`config.mk`:
```
export PLATFORM = sky130hd
export DESIGN_NAME = l1_cache
export DESIGN_NICKNAME = d
export VERILOG_FILES = /design/src/rtl/l1_cache_pkg.sv /design/src/rtl/l1_cache_way.sv /design/src/rtl/l1_cache.sv
export SDC_FILE = /design/constraint.sdc
export NUM_CORES = 2
export LEC_CHECK = 0
export ABC_CLOCK_PERIOD_IN_PS = 3700
export BUFFER_PORTS_ARGS = -buffer_cell sky130_fd_sc_hd__buf_2
export CORE_MARGIN = 3
export CORE_UTILIZATION = 50
export CTS_BUF_LIST = sky130_fd_sc_hd__clkbuf_2
export DETAILED_ROUTE_END_ITERATION = 7
export PLACE_DENSITY = 0.69
export SYNTH_ARGS = -nofsm -noshare
export SYNTH_HDL_FRONTEND = slang
export SYNTH_SLANG_ARGS = --single-unit
```
`constraint.sdc`:
```
create_clock -name clk -period 3.7 [get_ports clk]
set_clock_uncertainty 0.15 [all_clocks]
set_input_delay 0.185 -clock clk [delete_from_list [all_inputs] [get_ports clk]]
set_output_delay 0.185 -clock clk [all_outputs]
set_load 0.02 [all_outputs]
```
`src/rtl/l1_cache_pkg.sv`:
```
// rtl/l1_cache_pkg.sv - geometry constants, FSM encoding and line-address helper for l1_cache
package l1_cache_pkg;

    localparam int ADDR_W   = 16;
    localparam int WORD_W   = 16;
    localparam int TAG_W    = 9;
    localparam int IDX_W    = 3;
    localparam int WSEL_W   = 3;
    localparam int NSETS    = 8;
    localparam int LINE_W   = 128;

    localparam int TAG_LSB  = 7;
    localparam int IDX_LSB  = 4;
    localparam int WSEL_LSB = 1;

    typedef logic [1:0] state_t;

    localparam state_t IDLE      = 2'd0;
    localparam state_t WRITEBACK = 2'd1;
    localparam state_t FETCH     = 2'd2;

    // Line-aligned memory address; the byte-in-line bits are always zero.
    function automatic logic [ADDR_W-1:0] line_addr(input logic [TAG_W-1:0] tag,
                                                    input logic [IDX_W-1:0] idx);
        return {tag, idx, 4'h0};
    endfunction

endpackage

```
`src/rtl/l1_cache_way.sv`:
```
// rtl/l1_cache_way.sv - one cache way: valid/dirty/tag/data arrays
//
// Ports:
//   clk_i, rst_i         clock, synchronous active-high reset (clears valid/dirty)
//   rd_idx_i             request set index; also the index for all writes
//   rd_valid_o/dirty_o/tag_o/data_o   combinational contents of set rd_idx_i
//   pk_idx_i             peek set index
//   pk_valid_o/pk_tag_o  combinational contents of set pk_idx_i
//   line_we_i/tag/data   full line fill: sets valid, clears dirty, loads tag
//   word_we_i/sel/data/be byte-masked word write, sets dirty
//   clr_dirty_i          clears dirty after the line has been written back
module l1_cache_way
    import l1_cache_pkg::*;
(
    input  logic              clk_i,
    input  logic              rst_i,
    input  logic [IDX_W-1:0]  rd_idx_i,
    output logic              rd_valid_o,
    output logic              rd_dirty_o,
    output logic [TAG_W-1:0]  rd_tag_o,
    output logic [LINE_W-1:0] rd_data_o,
    input  logic [IDX_W-1:0]  pk_idx_i,
    output logic              pk_valid_o,
    output logic [TAG_W-1:0]  pk_tag_o,
    input  logic              line_we_i,
    input  logic [TAG_W-1:0]  line_tag_i,
    input  logic [LINE_W-1:0] line_data_i,
    input  logic              word_we_i,
    input  logic [WSEL_W-1:0] word_sel_i,
    input  logic [WORD_W-1:0] word_data_i,
    input  logic [1:0]        word_be_i,
    input  logic              clr_dirty_i
);

    logic [NSETS-1:0]  valid_q;
    logic [NSETS-1:0]  dirty_q;
    logic [TAG_W-1:0]  tag_q  [NSETS];
    logic [LINE_W-1:0] data_q [NSETS];

    assign rd_valid_o = valid_q[rd_idx_i];
    assign rd_dirty_o = dirty_q[rd_idx_i];
    assign rd_tag_o   = tag_q[rd_idx_i];
    assign rd_data_o  = data_q[rd_idx_i];
    assign pk_valid_o = valid_q[pk_idx_i];
    assign pk_tag_o   = tag_q[pk_idx_i];

    always_ff @(posedge clk_i) begin
        if (rst_i) begin
            valid_q <= '0;
            dirty_q <= '0;
        end else if (line_we_i) begin
            valid_q[rd_idx_i] <= 1'b1;
            dirty_q[rd_idx_i] <= 1'b0;
        end else if (word_we_i) begin
            dirty_q[rd_idx_i] <= 1'b1;
        end else if (clr_dirty_i) begin
            dirty_q[rd_idx_i] <= 1'b0;
        end
    end

    // Tag and data carry no reset; valid gates every use of them.
    always_ff @(posedge clk_i) begin
        if (line_we_i) begin
            tag_q[rd_idx_i]  <= line_tag_i;
            data_q[rd_idx_i] <= line_data_i;
        end else if (word_we_i) begin
            if (word_be_i[0]) data_q[rd_idx_i][{word_sel_i, 4'h0} +: 8] <= word_data_i[7:0];
            if (word_be_i[1]) data_q[rd_idx_i][{word_sel_i, 4'h8} +: 8] <= word_data_i[15:8];
        end
    end

endmodule

```
`src/rtl/l1_cache.sv`:
```
// rtl/l1_cache.sv - 2-way, 8-set, write-back/write-allocate L1 cache with peek and lockout
//
// Ports:
//   clk, rst             clock, synchronous active-high reset
//   mem_*                16-bit CPU port; mem_resp pulses combinationally on a hit
//   pmem_*               128-bit line port to memory (read = fetch, write = writeback)
//   lockout              when high in IDLE, a miss does not start a memory transaction
//   peek_address/hit     combinational residency probe, independent of FSM state
module l1_cache
    import l1_cache_pkg::*;
(
    input  logic              clk,
    input  logic              rst,
    input  logic [ADDR_W-1:0] mem_address,
    input  logic [WORD_W-1:0] mem_wdata,
    input  logic              mem_read,
    input  logic              mem_write,
    input  logic [1:0]        mem_byte_enable,
    output logic [WORD_W-1:0] mem_rdata,
    output logic              mem_resp,
    input  logic [LINE_W-1:0] pmem_rdata,
    input  logic              pmem_resp,
    output logic [ADDR_W-1:0] pmem_address,
    output logic [LINE_W-1:0] pmem_wdata,
    output logic              pmem_read,
    output logic              pmem_write,
    input  logic              lockout,
    input  logic [ADDR_W-1:0] peek_address,
    output logic              peek_hit
);

    logic [TAG_W-1:0]  req_tag;
    logic [IDX_W-1:0]  req_idx;
    logic [WSEL_W-1:0] req_wsel;
    logic [TAG_W-1:0]  peek_tag;
    logic [IDX_W-1:0]  peek_idx;
    logic              unused_addr_bits;

    assign req_tag  = mem_address[ADDR_W-1:TAG_LSB];
    assign req_idx  = mem_address[TAG_LSB-1:IDX_LSB];
    assign req_wsel = mem_address[IDX_LSB-1:WSEL_LSB];
    assign peek_tag = peek_address[ADDR_W-1:TAG_LSB];
    assign peek_idx = peek_address[TAG_LSB-1:IDX_LSB];
    assign unused_addr_bits = ^{mem_address[0], peek_address[IDX_LSB-1:0]};

    state_t           state_q, state_d;
    logic             victim_q, victim_d;
    logic [NSETS-1:0] lru_q;

    logic [1:0]        rd_valid, rd_dirty, pk_valid;
    logic [TAG_W-1:0]  rd_tag [2];
    logic [TAG_W-1:0]  pk_tag [2];
    logic [LINE_W-1:0] rd_data [2];
    logic [1:0]        hit_way, peek_way, line_we, word_we, clr_dirty;

    logic              req, hit, serve, miss_start, lru_way, wb_done, fetch_done;
    logic [LINE_W-1:0] hit_line;

    for (genvar w = 0; w < 2; w++) begin : g_way
        l1_cache_way u_way (
            .clk_i       (clk),
            .rst_i       (rst),
            .rd_idx_i    (req_idx),
            .rd_valid_o  (rd_valid[w]),
            .rd_dirty_o  (rd_dirty[w]),
            .rd_tag_o    (rd_tag[w]),
            .rd_data_o   (rd_data[w]),
            .pk_idx_i    (peek_idx),
            .pk_valid_o  (pk_valid[w]),
            .pk_tag_o    (pk_tag[w]),
            .line_we_i   (line_we[w]),
            .line_tag_i  (req_tag),
            .line_data_i (pmem_rdata),
            .word_we_i   (word_we[w]),
            .word_sel_i  (req_wsel),
            .word_data_i (mem_wdata),
            .word_be_i   (mem_byte_enable),
            .clr_dirty_i (clr_dirty[w])
        );
        assign hit_way[w]  = rd_valid[w] && (rd_tag[w] == req_tag);
        assign peek_way[w] = pk_valid[w] && (pk_tag[w] == peek_tag);
    end

    assign req      = mem_read || mem_write;
    assign hit      = |hit_way;
    assign hit_line = hit_way[1] ? rd_data[1] : rd_data[0];
    assign lru_way  = lru_q[req_idx];

    // Hits are served only from IDLE; a miss waits for the refill and then hits.
    assign serve      = (state_q == IDLE) && req && hit && !rst;
    assign miss_start = (state_q == IDLE) && req && !hit && !lockout;
    assign wb_done    = (state_q == WRITEBACK) && pmem_resp;
    assign fetch_done = (state_q == FETCH) && pmem_resp;

    assign mem_resp  = serve;
    assign mem_rdata = hit_line[{req_wsel, 4'h0} +: WORD_W];

    // A simultaneous read and write is handled as a write.
    assign word_we   = {serve && mem_write && hit_way[1], serve && mem_write && hit_way[0]};
    assign line_we   = {fetch_done && victim_q, fetch_done && !victim_q};
    assign clr_dirty = {wb_done && victim_q, wb_done && !victim_q};

    assign pmem_write   = (state_q == WRITEBACK);
    assign pmem_read    = (state_q == FETCH);
    assign pmem_address = (state_q == WRITEBACK) ? line_addr(rd_tag[victim_q], req_idx)
                                                 : line_addr(req_tag, req_idx);
    assign pmem_wdata   = rd_data[victim_q];

    assign peek_hit = |peek_way;

    always_comb begin
        state_d  = state_q;
        victim_d = victim_q;
        case (state_q)
            IDLE: begin
                if (miss_start) begin
                    // Latch the victim so WRITEBACK and FETCH agree on the way.
                    victim_d = lru_way;
                    state_d  = (rd_valid[lru_way] && rd_dirty[lru_way]) ? WRITEBACK : FETCH;
                end
            end
            WRITEBACK: if (pmem_resp) state_d = FETCH;
            FETCH:     if (pmem_resp) state_d = IDLE;
            default:   state_d = IDLE;
        endcase
    end

    always_ff @(posedge clk) begin
        if (rst) begin
            state_q  <= IDLE;
            victim_q <= 1'b0;
            lru_q    <= '0;
        end else begin
            state_q  <= state_d;
            victim_q <= victim_d;
            // LRU bit names the way to evict next: the one not just used.
            if (serve) lru_q[req_idx] <= hit_way[0];
        end
    end

endmodule

```
==> summary.json <==
{
  "outcome": {
    "run_status": "complete, but fails checks",
    "failed_checks": "negative setup slack"
  },
  "worst_setup_path": {
    "timing.setup.critical_path_class": "register to output port",
    "critical_path_cell_list": "mux4_2 -> mux2i_1 -> xor2_1 -> nand4_1 -> or3_4 -> buf_12 -> buf_4 -> mux4_2 -> o22ai_1 -> buf_4 -> nor3_4 -> buf_6",
    "setup.worst_path.end_class": "output port",
    "crit_arrival_ns": 5.50,
    "cp-start-kind": "register",
    "rr_worst_depth": 15,
    "path_max_fanout": 5,
    "reg2reg_from": "g_way[1].u_way.tag_q[7][6]",
    "cp_data_required_time_ns": 3.37,
    "reg2reg_setup_slack_ns": -0.44,
    "timing.critical_path.slowest_cell_delay_ns": 0.49,
    "regToRegEndpoint": "g_way[1].u_way.data_q[7][51]",
    "critical-path-slowest-cell": "mux4_2"
  },
  "power": {
    "p_sw_share_pct": 26.9,
    "report.power.total_w": 0.0497,
    "power.sequential.fraction_pct": 56.0,
    "cell_internal_pwr_w": 0.0363,
    "clockPowerShare_pct": 33.0,
    "combPwrFrac_pct": 10.9,
    "p_switching_w": 0.0134,
    "vdd.ir_drop.worst_mv": 0.411,
    "cellPowerDensity_mw_per_mm2": 424,
    "total_leakage_power_nw": 41.3
  },
  "placed_design": {
    "dp_cells": 8758,
    "gpl.final_weighted_congestion": 0.961,
    "post-dp-hpwl_mm": 204,
    "buffer_ports.inserted": 338
  },
  "detailed_routing": {
    "post_detailed_route_drc_marker_count": 0,
    "drt_iter0_markers": 9661,
    "route.final.wire_length_mm": 330,
    "antenna_left": 0,
    "route.vias.total": 66879,
    "drt_pass1_iterations": 6,
    "routedWlPerCell_um": 31.8,
    "routed_via_density": 6.45
  },
  "floorplanning": {
    "rows": 155,
    "die_area_mm2": 0.185,
    "core_region_area_mm2": 0.179,
    "width_of_the_die_um": 430,
    "initial_utilization_pct": 50.4,
    "io-pin-count": 348,
    "die_h_um": 430
  },
  "yosys": {
    "synth_seq_area_share_pct": 74.0,
    "ys.flop_type": "edfxtp_1",
    "number_of_storage_elements_in_the_synthesis_netlist": 2235,
    "synth_area_leaders": "edfxtp_1 73%, a22oi_1 8.3%, mux2_2 3.9%",
    "synth_top_area_cell": "edfxtp_1",
    "async_flop_share_pct": 0,
    "post_synth_instance_area_mm2": 0.0901,
    "synth_top_area_share_pct": 73.1,
    "synth_enable_flop_cells": 2192,
    "synth_cells": 5494,
    "synth.distinct_cells": 70,
    "syn_area_per_cell_um2": 16.4,
    "yosysWarningCount": 0
  },
  "sta": {
    "worst_slack_ns": -2.14,
    "grt_setup_unrepaired": "yes",
    "finalSetupViolations": 1635,
    "final_min_period_over_clock_period_pct": 158,
    "worstMarginPinSlew_ns": 1.44,
    "hold_viol_final": 0,
    "fmax_mhz": 171,
    "worst_slew_margin_rel_pct": 4.17,
    "finalWorstPathRequiredPeriod_ns": 5.84,
    "maxSlewViolCount": 0
  },
  "global_route": {
    "first_global_vias": 65398,
    "antenna_found_initial": 21,
    "grt_first_pass_wirelength_mm": 455,
    "grt_use_total_pct": 34.1,
    "grt_max_degree": 127,
    "met3_grt_util_pct": 9.96,
    "grt.met2_usage_pct": 52.0,
    "grt.overflow.total": 0,
    "grt.busiest_layer": "met2",
    "globalRouteMet1Util_pct": 42.7
  },
  "finish": {
    "combined_area_of_the_multi_input_logic_cells_mm2": 0.0239,
    "flow.area_growth_from_synthesis_pct": 30.0,
    "fin_nets": 7808,
    "final-seq-area_mm2": 0.0667,
    "final_cell_count_no_fill": 10375,
    "most-common-layout-cells": "2192 x edfxtp_1, 910 x a22oi_1, 805 x clkbuf_2, 795 x buf_4, 513 x dlygate4sd3_1",
    "total_of_fill_cells_in_the_finished_design": 12175,
    "fraction_of_final_layout_cells_with_drive_strength_greater_than_1_pct": 38.2,
    "finish.utilization_pct": 65.5,
    "layout_commonest_cell": "edfxtp_1"
  },
  "cts": {
    "cts.clk_slew.worst_paths_ns": 0.14,
    "tritoncts_clock_tree": "yes",
    "clock_latency_ns": 1.84,
    "tritoncts_num_sinks": 2235,
    "cts.htree.levels": 6,
    "clockBufferDepth": 4,
    "cts-root-buf": "clkbuf_2",
    "tritoncts.num_buffers": 566
  },
  "worst_hold_path": {
    "worst_hold_path_type": "input pin to register",
    "worst_hold_path.endpoint": "g_way[1].u_way.data_q[6][30]",
    "min_delay_path_depth": 10,
    "start_point_of_the_worst_min_delay_path": "mem_address[6]"
  },
  "run": {
    "number_of_max_cap_violations": 0
  }
}
[routing by layer]
metal  wire length (um)  up-vias  part of all wire (%)
met4              26300        8                   8.0
met2             149000     5739                    45
met1             109000    32728                    33
li1                   -    27075                     -
met3              45100     1329                    14
met5                134        -                 0.041
[state kept, by name, indices dropped and copies added, names as in the netlist, named ones only]
name / cells
victim_q: 1
g_way.u_way.data_q: 2048
lru_q: 8
g_way.u_way.valid_q: 16
g_way.u_way.tag_q: 144
state_q: 2
[kinds of logic (layout without fill, tap and decap cells)]
logic type                 count (synthesis)  count (layout)  synth area share [%]
adders and majority gates                  7               7                0.0972
and+or+nand+nor                         1037            1037                  5.84
muxes                                    513             513                  7.60
other                                      1              30               0.00416
buffers and inverters                    431            2928                  2.11
AOI/OAI and AO/OA                       1234            1234                  9.97
xor gates and xnor gates                  36              36                 0.350
DFF                                     2235            2235                  74.0
[synth_stat cells, types with 5 or more instances]
library cell and instances:
edfxtp_1 2192, clkbuf_1 192, o21ai_0 87, and4_1 6
buf_2 129, xor2_1 15, mux2_2 308, o22ai_1 6
o41ai_1 32, mux4_2 96, o22a_1 6, and2_1 31
a22oi_1 996, a221oi_1 17, and3_1 34, a22o_1 5
nand2_1 122, nand4_1 258, mux2_4 24, dfxtp_1 43
ha_1 7, nand3_1 12, nand3_2 6, or3_1 6
nand2b_1 6, inv_1 38, nor3_1 145, a21oi_1 56
nor2_1 367, buf_1 47, nor2b_1 7, a31oi_1 11
buf_4 17, mux2i_1 85, xnor2_1 21, buf_6 5
nor4_1 6
[worst max-delay path by stage]
stage                                from                          end  slack, ns  depth (start not counted)
2_1_floorplan              mem_address[4]  g_way[1].u_way.data_q[7][0]       0.11                         13
3_3_place_gp               mem_address[4]                 mem_rdata[9]      -0.87                         14
3_5_place_dp               mem_address[4]                 mem_rdata[9]      -0.79                         15
4_1_cts        g_way[1].u_way.tag_q[7][4]                 mem_rdata[2]      -2.20                         13
5_1_grt        g_way[1].u_way.tag_q[6][4]                mem_rdata[10]      -2.33                         13
6_report       g_way[1].u_way.tag_q[7][6]                mem_rdata[10]      -2.14                         12
[power by group through the flow]
| stage | registers, W | clock network, W | logic [W] |
|---|---|---|---|
| 2_1_floorplan | 0.0284 | 0 | 0.00194 |
| 3_3_place_gp | 0.0284 | 0 | 0.00413 |
| 3_5_place_dp | 0.0284 | 0 | 0.00418 |
| 4_1_cts | 0.0278 | 0.0163 | 0.00499 |
| 5_1_grt | 0.0278 | 0.0178 | 0.00551 |
| 6_report | 0.0278 | 0.0164 | 0.00544 |
[layout make-up]
class,count,share of cell area [%]
clock inverters,143,0.669
flip-flops and latches,2235,57.0
diodes,26,0.0556
inverters,40,0.130
repair buffers,1943,15.8
multi-input cells,2831,20.4
clock buffers,802,3.43
well taps,2355,2.52
[what timing repair did]
action                     in CTS  in global routing
pin swaps                     141                109
gates cloned                   13                 17
buffers inserted               66                 83
resized for setup             639                450
hold buffers                  511                  9
hold endpoints to repair     4427                251
setup endpoints to repair    1788               2579
[stage by stage]
step | cell area, um2 | TNS (ns) | worst slack, ns | hold slack (ns)
final | 117000 | -320.14 | -2.14 | 0.119
after floorplan | 90100 | 0 | 0.110 | 0.134
after global placement | 101000 | -589.46 | -0.870 | 0.305
after detailed placement | 102000 | -654.01 | -0.786 | 0.316
after CTS | 115000 | -176.08 | -2.20 | -0.00508
after global routing | 117000 | -600.13 | -2.33 | 0.0421
[worst max-delay path, delay by kind of cell, from the launching register on]
family	cells	cell delay [ns]
AOI/OAI and AO/OA	1	0.11
xor gates and xnor gates	1	0.16
buffers and inverters	4	0.72
DFF	1	0.43
muxes	3	1.12
and+or+nand+nor	3	1.11
No activity file was read; power rests on OpenSTA's default activity.
